==> config.mk <==
export PLATFORM = sky130hd
export DESIGN_NAME = run_length_encoder
export DESIGN_NICKNAME = d
export VERILOG_FILES = /design/src/rtl/rle_pkg.sv /design/src/rtl/rle_next_nz.sv /design/src/rtl/run_length_encoder.sv
export SDC_FILE = /design/constraint.sdc
export NUM_CORES = 1
export LEC_CHECK = 0
export CAP_MARGIN = 5
export CORE_AREA = 2 2 307 309
export DETAILED_ROUTE_END_ITERATION = 8
export DIE_AREA = 0 0 309 311
export DONT_BUFFER_PORTS = 1
export HOLD_SLACK_MARGIN = 0.03
export SETUP_SLACK_MARGIN = 0.1
export SYNTH_ARGS = -nofsm -noshare
export SYNTH_HDL_FRONTEND = slang
export SYNTH_HIERARCHICAL = 1
export SYNTH_SLANG_ARGS = --single-unit
==> constraint.sdc <==
create_clock -name clk -period 20.5 [get_ports clk]
set_input_delay 4.1 -clock clk [delete_from_list [all_inputs] [get_ports clk]]
set_output_delay 4.1 -clock clk [all_outputs]
set_load 0.05 [all_outputs]
==> src/rtl/rle_pkg.sv <==
// Shared definitions for the run-length encoder: coefficient/run widths,
// the ZRL marker run, zero-counter width and the encoder state enum.
// BLOCK_SIZE follows `BLOCK_BUFF_SIZE (normally provided by sys_defs.svh);
// a default of 64 is supplied here when no definition is present.
`ifndef BLOCK_BUFF_SIZE
`define BLOCK_BUFF_SIZE 64
`endif

package rle_pkg;

    localparam int BLOCK_SIZE = `BLOCK_BUFF_SIZE;
    localparam int COEFF_W    = 12;
    localparam int RUN_W      = 4;
    localparam int ZRL_RUN    = 15;
    localparam int ZC_W       = 7;

    typedef enum logic [1:0] {
        IDLE,
        SCAN,
        EOB
    } rle_state_e;

endpackage

==> src/rtl/rle_next_nz.sv <==
// Combinational priority encoder: lowest index at or after start whose
// coefficient is nonzero, or BLOCK_SIZE when none remains.
module rle_next_nz #(
    parameter int BLOCK_SIZE = 64,
    parameter int COEFF_W    = 12,
    parameter int IDX_W      = 7
) (
    input  logic signed [COEFF_W-1:0] blk [BLOCK_SIZE],
    input  logic        [IDX_W-1:0]   start,
    output logic        [IDX_W-1:0]   nz_idx
);

    localparam int SEL_W = (BLOCK_SIZE > 1) ? $clog2(BLOCK_SIZE) : 1;

    logic found;

    // Ascending search; the first qualifying index wins.
    always_comb begin
        found  = 1'b0;
        nz_idx = IDX_W'(BLOCK_SIZE);
        for (int unsigned i = 0; i < BLOCK_SIZE; i++) begin
            if (!found && (i >= 32'(start)) && (blk[SEL_W'(i)] != '0)) begin
                found  = 1'b1;
                nz_idx = IDX_W'(i);
            end
        end
    end

endmodule

==> src/rtl/run_length_encoder.sv <==
// Run-length encoder: accepts a whole coefficient block, emits
// (run, value) pairs with ZRL (15,0) beats and a closing (0,0) EOB.
// Optional macro RLE_ZERO_SKIP_EN: skip zero runs in one cycle using
// rle_next_nz; the pair sequence is identical, only timing changes.
module run_length_encoder #(
    parameter int BLOCK_SIZE = rle_pkg::BLOCK_SIZE,
    parameter int COEFF_W    = rle_pkg::COEFF_W
) (
    input  logic                          clk,
    input  logic                          rst,
    input  logic                          in_valid,
    output logic                          in_ready,
    input  logic signed [COEFF_W-1:0]     block_in [BLOCK_SIZE],
    output logic                          out_valid,
    input  logic                          out_ready,
    output logic [rle_pkg::RUN_W-1:0]     run,
    output logic signed [COEFF_W-1:0]     vli_value,
    output logic                          out_eob
);

    import rle_pkg::*;

    localparam int IDX_W = $clog2(BLOCK_SIZE + 1);
    localparam int SEL_W = (BLOCK_SIZE > 1) ? $clog2(BLOCK_SIZE) : 1;

    rle_state_e                 state_q, state_d;
    logic [IDX_W-1:0]           idx_q, idx_d;
    logic [ZC_W-1:0]            zc_q, zc_d;
    logic signed [COEFF_W-1:0]  blk_q [BLOCK_SIZE];
    logic signed [COEFF_W-1:0]  cur;
    logic                       advance;
    logic                       capture;
    logic                       load;
    logic [RUN_W-1:0]           ld_run;
    logic signed [COEFF_W-1:0]  ld_val;
    logic                       ld_eob;

    assign in_ready = (state_q == IDLE);
    assign advance  = !out_valid || out_ready;
    assign cur      = blk_q[idx_q[SEL_W-1:0]];

`ifdef RLE_ZERO_SKIP_EN
    logic [IDX_W-1:0] nz_idx;

    rle_next_nz #(
        .BLOCK_SIZE (BLOCK_SIZE),
        .COEFF_W    (COEFF_W),
        .IDX_W      (IDX_W)
    ) u_next_nz (
        .blk    (blk_q),
        .start  (idx_q),
        .nz_idx (nz_idx)
    );
`endif

    // Block capture register, loaded only on an accepted handshake.
    always_ff @(posedge clk) begin
        if (capture) begin
            blk_q <= block_in;
        end
    end

    // State, scan index and pending zero count.
    always_ff @(posedge clk) begin
        if (rst) begin
            state_q <= IDLE;
            idx_q   <= '0;
            zc_q    <= '0;
        end else begin
            state_q <= state_d;
            idx_q   <= idx_d;
            zc_q    <= zc_d;
        end
    end

    // Next-state and pair generation; all scan progress waits on a free output slot.
    always_comb begin
        state_d = state_q;
        idx_d   = idx_q;
        zc_d    = zc_q;
        capture = 1'b0;
        load    = 1'b0;
        ld_run  = '0;
        ld_val  = '0;
        ld_eob  = 1'b0;
        case (state_q)
            IDLE: begin
                if (in_valid) begin
                    capture = 1'b1;
                    idx_d   = '0;
                    zc_d    = '0;
                    state_d = SCAN;
                end
            end
            SCAN: begin
                if (advance) begin
                    if (idx_q == IDX_W'(BLOCK_SIZE)) begin
                        // trailing zeros are implied by EOB
                        zc_d    = '0;
                        state_d = EOB;
                    end else if (cur == '0) begin
`ifdef RLE_ZERO_SKIP_EN
                        idx_d = nz_idx;
                        zc_d  = zc_q + ZC_W'(nz_idx - idx_q);
`else
                        idx_d = idx_q + IDX_W'(1);
                        zc_d  = zc_q + ZC_W'(1);
`endif
                    end else if (zc_q >= ZC_W'(16)) begin
                        load   = 1'b1;
                        ld_run = RUN_W'(ZRL_RUN);
                        zc_d   = zc_q - ZC_W'(16);
                    end else begin
                        load   = 1'b1;
                        ld_run = zc_q[RUN_W-1:0];
                        ld_val = cur;
                        zc_d   = '0;
                        idx_d  = idx_q + IDX_W'(1);
                    end
                end
            end
            EOB: begin
                if (out_valid && out_eob) begin
                    if (out_ready) begin
                        state_d = IDLE;
                    end
                end else if (advance) begin
                    load   = 1'b1;
                    ld_eob = 1'b1;
                end
            end
            default: state_d = IDLE;
        endcase
    end

    // Registered output stage: holds the pair until the consumer takes it.
    always_ff @(posedge clk) begin
        if (rst) begin
            out_valid <= 1'b0;
            run       <= '0;
            vli_value <= '0;
            out_eob   <= 1'b0;
        end else if (load) begin
            out_valid <= 1'b1;
            run       <= ld_run;
            vli_value <= ld_val;
            out_eob   <= ld_eob;
        end else if (out_ready) begin
            out_valid <= 1'b0;
        end
    end

endmodule

==> results.sh <==
export IMPL_drt_wirelength_per_cell_um=32.1
export IMPL_whs_ns=0.518
export IMPL_seq_area_sq_um=23800
export IMPL_max_stage_delay_ns=1.04
export IMPL_regToRegSetupSlack_ns=14.65
export IMPL_start_util=0.332
export IMPL_synth_lib_cells_used_distinct=54
export IMPL_hpwl_um=65900
export IMPL_yosysWarnings=6
export IMPL_drc=0
export IMPL_cp_required_ns=20.75
export IMPL_synth_top_cell_area_share=0.749
export IMPL_antenna_found_initial=29
export IMPL_die_area_sq_um=96100
export IMPL_fin_tns_setup_ns=0
export IMPL_rsz0062_at_grt="false"
export IMPL_ant_nets=0
export IMPL_insertion_delay_ns=0.65
export IMPL_netlist_instances=1436
export IMPL_synthSimpleGateAreaFrac=0.0220
export IMPL_routed_wl_um=90000
export IMPL_cts_hold_buffers=0
export IMPL_portBuffers=0
export IMPL_n_fill_cell=8458
export IMPL_p_leak_nw=10.8
export IMPL_synth_compound_area_share=0.0434
export IMPL_ys_flop_type="edfxtp_1"
export IMPL_ys_async_sr_fraction=0
export IMPL_yosysTopAreaCell="edfxtp_1"
export IMPL_core_area_sq_um=92800
export IMPL_ios=791
export IMPL_ys_seq_area_frac=0.771
export IMPL_min_period_ns=6.74
export IMPL_slew_limit_headroom=0.195
export IMPL_yosysMostFrequentCell="edfxtp_1"
export IMPL_cts_buffers=86
export IMPL_fin_util=0.376
export IMPL_worst_pin_slew_ns=1.21
export IMPL_worstPathMaxFanout=111
export IMPL_die_y_um=311
export IMPL_worstPathArrival_ns=6.99
export IMPL_num_nets_final=2248
export IMPL_dr_pass1_iters=6
export IMPL_synth_area_mux_share=0.142
export IMPL_cts_tree="done"
export IMPL_htreeDepth=3
export IMPL_worstHoldPathType="reg2reg"
export IMPL_crit_path_end_kind="register"
export IMPL_syn_to_final_growth_pct=13.3
export IMPL_drt_first_iter_violations=1989
export IMPL_power_density_nw_per_um2=107
export IMPL_critPathTopFamily="buffers and inverters"
export IMPL_finalHoldViolations=0
export IMPL_start_kind="input pin"
export IMPL_gr_total_overflow=0
export IMPL_synth_seq_cells=802
export IMPL_status="completed"
export IMPL_synthesis_area_sq_um=30800
export IMPL_synth_net_count=2218
export IMPL_path_cells="nand2_1 -> inv_8 -> buf_4 -> buf_4"
export IMPL_dr_total_vias=15000
export IMPL_multiInputGateArea_sq_um=6560
export IMPL_grt_max_degree=155
export IMPL_grt_pass1_vias=15500
export IMPL_clockRootBuffer="clkbuf_16"
export IMPL_synth_xor_area_frac=0.000285
export IMPL_gp_congestion=0.906
export IMPL_grtUsageTotal=0.183
export IMPL_die_x_um=309
export IMPL_finalCritPeriodShare=0.329
export IMPL_clk_path_buf_depth=3
export IMPL_grt_pass1_wl_um=122000
export IMPL_synth_commonest_cells="edfxtp_1 (768), mux4_2 (192), a22oi_1 (87), a21oi_1 (66), clkbuf_1 (41)"
export IMPL_critPathBufInv=3
export IMPL_synth_fa_ha_area_frac=0.00407
export IMPL_clkTransAtPathRegs_ns=0.06
export IMPL_clock_skew_final_ns=0.0164
export IMPL_postCtsSetupBuffers=0
export IMPL_row_count=112
export IMPL_path_common_cell="buf_4"
export IMPL_cts_sink_count=802
export IMPL_synth_top_family_by_area="multiplexers"
export IMPL_criticalPathCategory="in2reg"
export IMPL_drive_gt1_frac=0.226
export IMPL_setup_viol_count_final=0
export IMPL_cap_violations=0
export IMPL_instances_no_fill=2805
export IMPL_ir_worst_vdd_v=0.0000691
export IMPL_drv_slew=0
export IMPL_vias_per_cell=5.34
export IMPL_synth_area_top_cells="edfxtp_1 (75%), mux4_2 (14%), dfxtp_1 (2.2%)"
export IMPL_max_freq_mhz=148
export IMPL_ctsResizeCount=0
export IMPL_synth_edf_count=768
export IMPL_slowest_stage="buf_4"
export IMPL_syn_avg_cell_area_sq_um=21.4
export IMPL_dp_cells=2631
==> worst paths after layout <==
path	end	start	depth (start not counted)
setup / recovery	blk_q[402]	in_valid	4
hold reg to reg	state_q[0]	state_q[0]	2
hold / removal	state_q[0]	state_q[0]	2
setup reg to reg	vli_value[6]	idx_q[0]	11
==> per-layer routing <==
| layer | share of wire | vias to the layer above | track usage |
|---|---|---|---|
| met4 | 0.024 | 10 | 0.0634 |
| met1 | 0.36 | 7817 | 0.218 |
| met5 | 0.00083 | - | 0 |
| met3 | 0.088 | 127 | 0.0549 |
| met2 | 0.52 | 841 | 0.314 |
| li1 | - | 6172 | - |
==> through the flow <==
step                      setup slack (ns)  cell area, sq um  total power [mW]
after global placement               13.30             32200              2.30
after detailed placement             13.12             32200              2.31
after global routing                 13.59             34900              3.87
after CTS                            13.86             34800              3.78
final                                13.76             34900              3.75
after floorplan                      0.475             30800              2.34
==> power by group <==
part	switching [mW]	internal, mW	total (mW)
registers	0.0571	1.98	2.03
clock network	0.637	0.835	1.47
logic	0.145	0.0975	0.242
total	0.839	2.91	3.75
==> layout make-up <==
type	instances	area share
clock buffers	106	0.0645
flip-flops and latches	802	0.681
multi-input cells	535	0.188
diodes	22	0.00158
repair buffers	26	0.00660
clock inverters	45	0.0112
well taps	1254	0.0450
inverters	15	0.00183
==> registers in the layout (all words and copies together), names as in the netlist <==
register,flops
run,4
zc_q,7
out_valid,1
vli_value,12
blk_q,768
out_eob,1
idx_q,7
state_q,2
==> placed cells by master, fill, tap and decap left out, drive strengths merged, types with 10 or more instances in the layout <==
master	count
edfxtp	768
mux4	192
clkbuf	106
a22oi	87
a21oi	66
dfxtp	34
clkinv	28
nand2	27
buf	26
inv	25
diode	22
nand3	17
nor2	14
nor3	13
ha	10
nor4	10
o21ai	10
==> cells by family after synthesis <==
logic type | count (synthesis)
buffers and inverters | 99
AO/OA/AOI/OAI | 198
adder cells (fa/ha/maj) | 10
multiplexers | 198
AND/OR/NAND/NOR | 128
XOR/XNOR | 1
flip-flops | 802
==> worst min-delay path: cells and delay by family, from the launching register on <==
family         cells  cell delay, ns
flip-flops         1            0.33
AO/OA/AOI/OAI      2            0.15
Note: power is estimated with default switching activity, not from simulation.
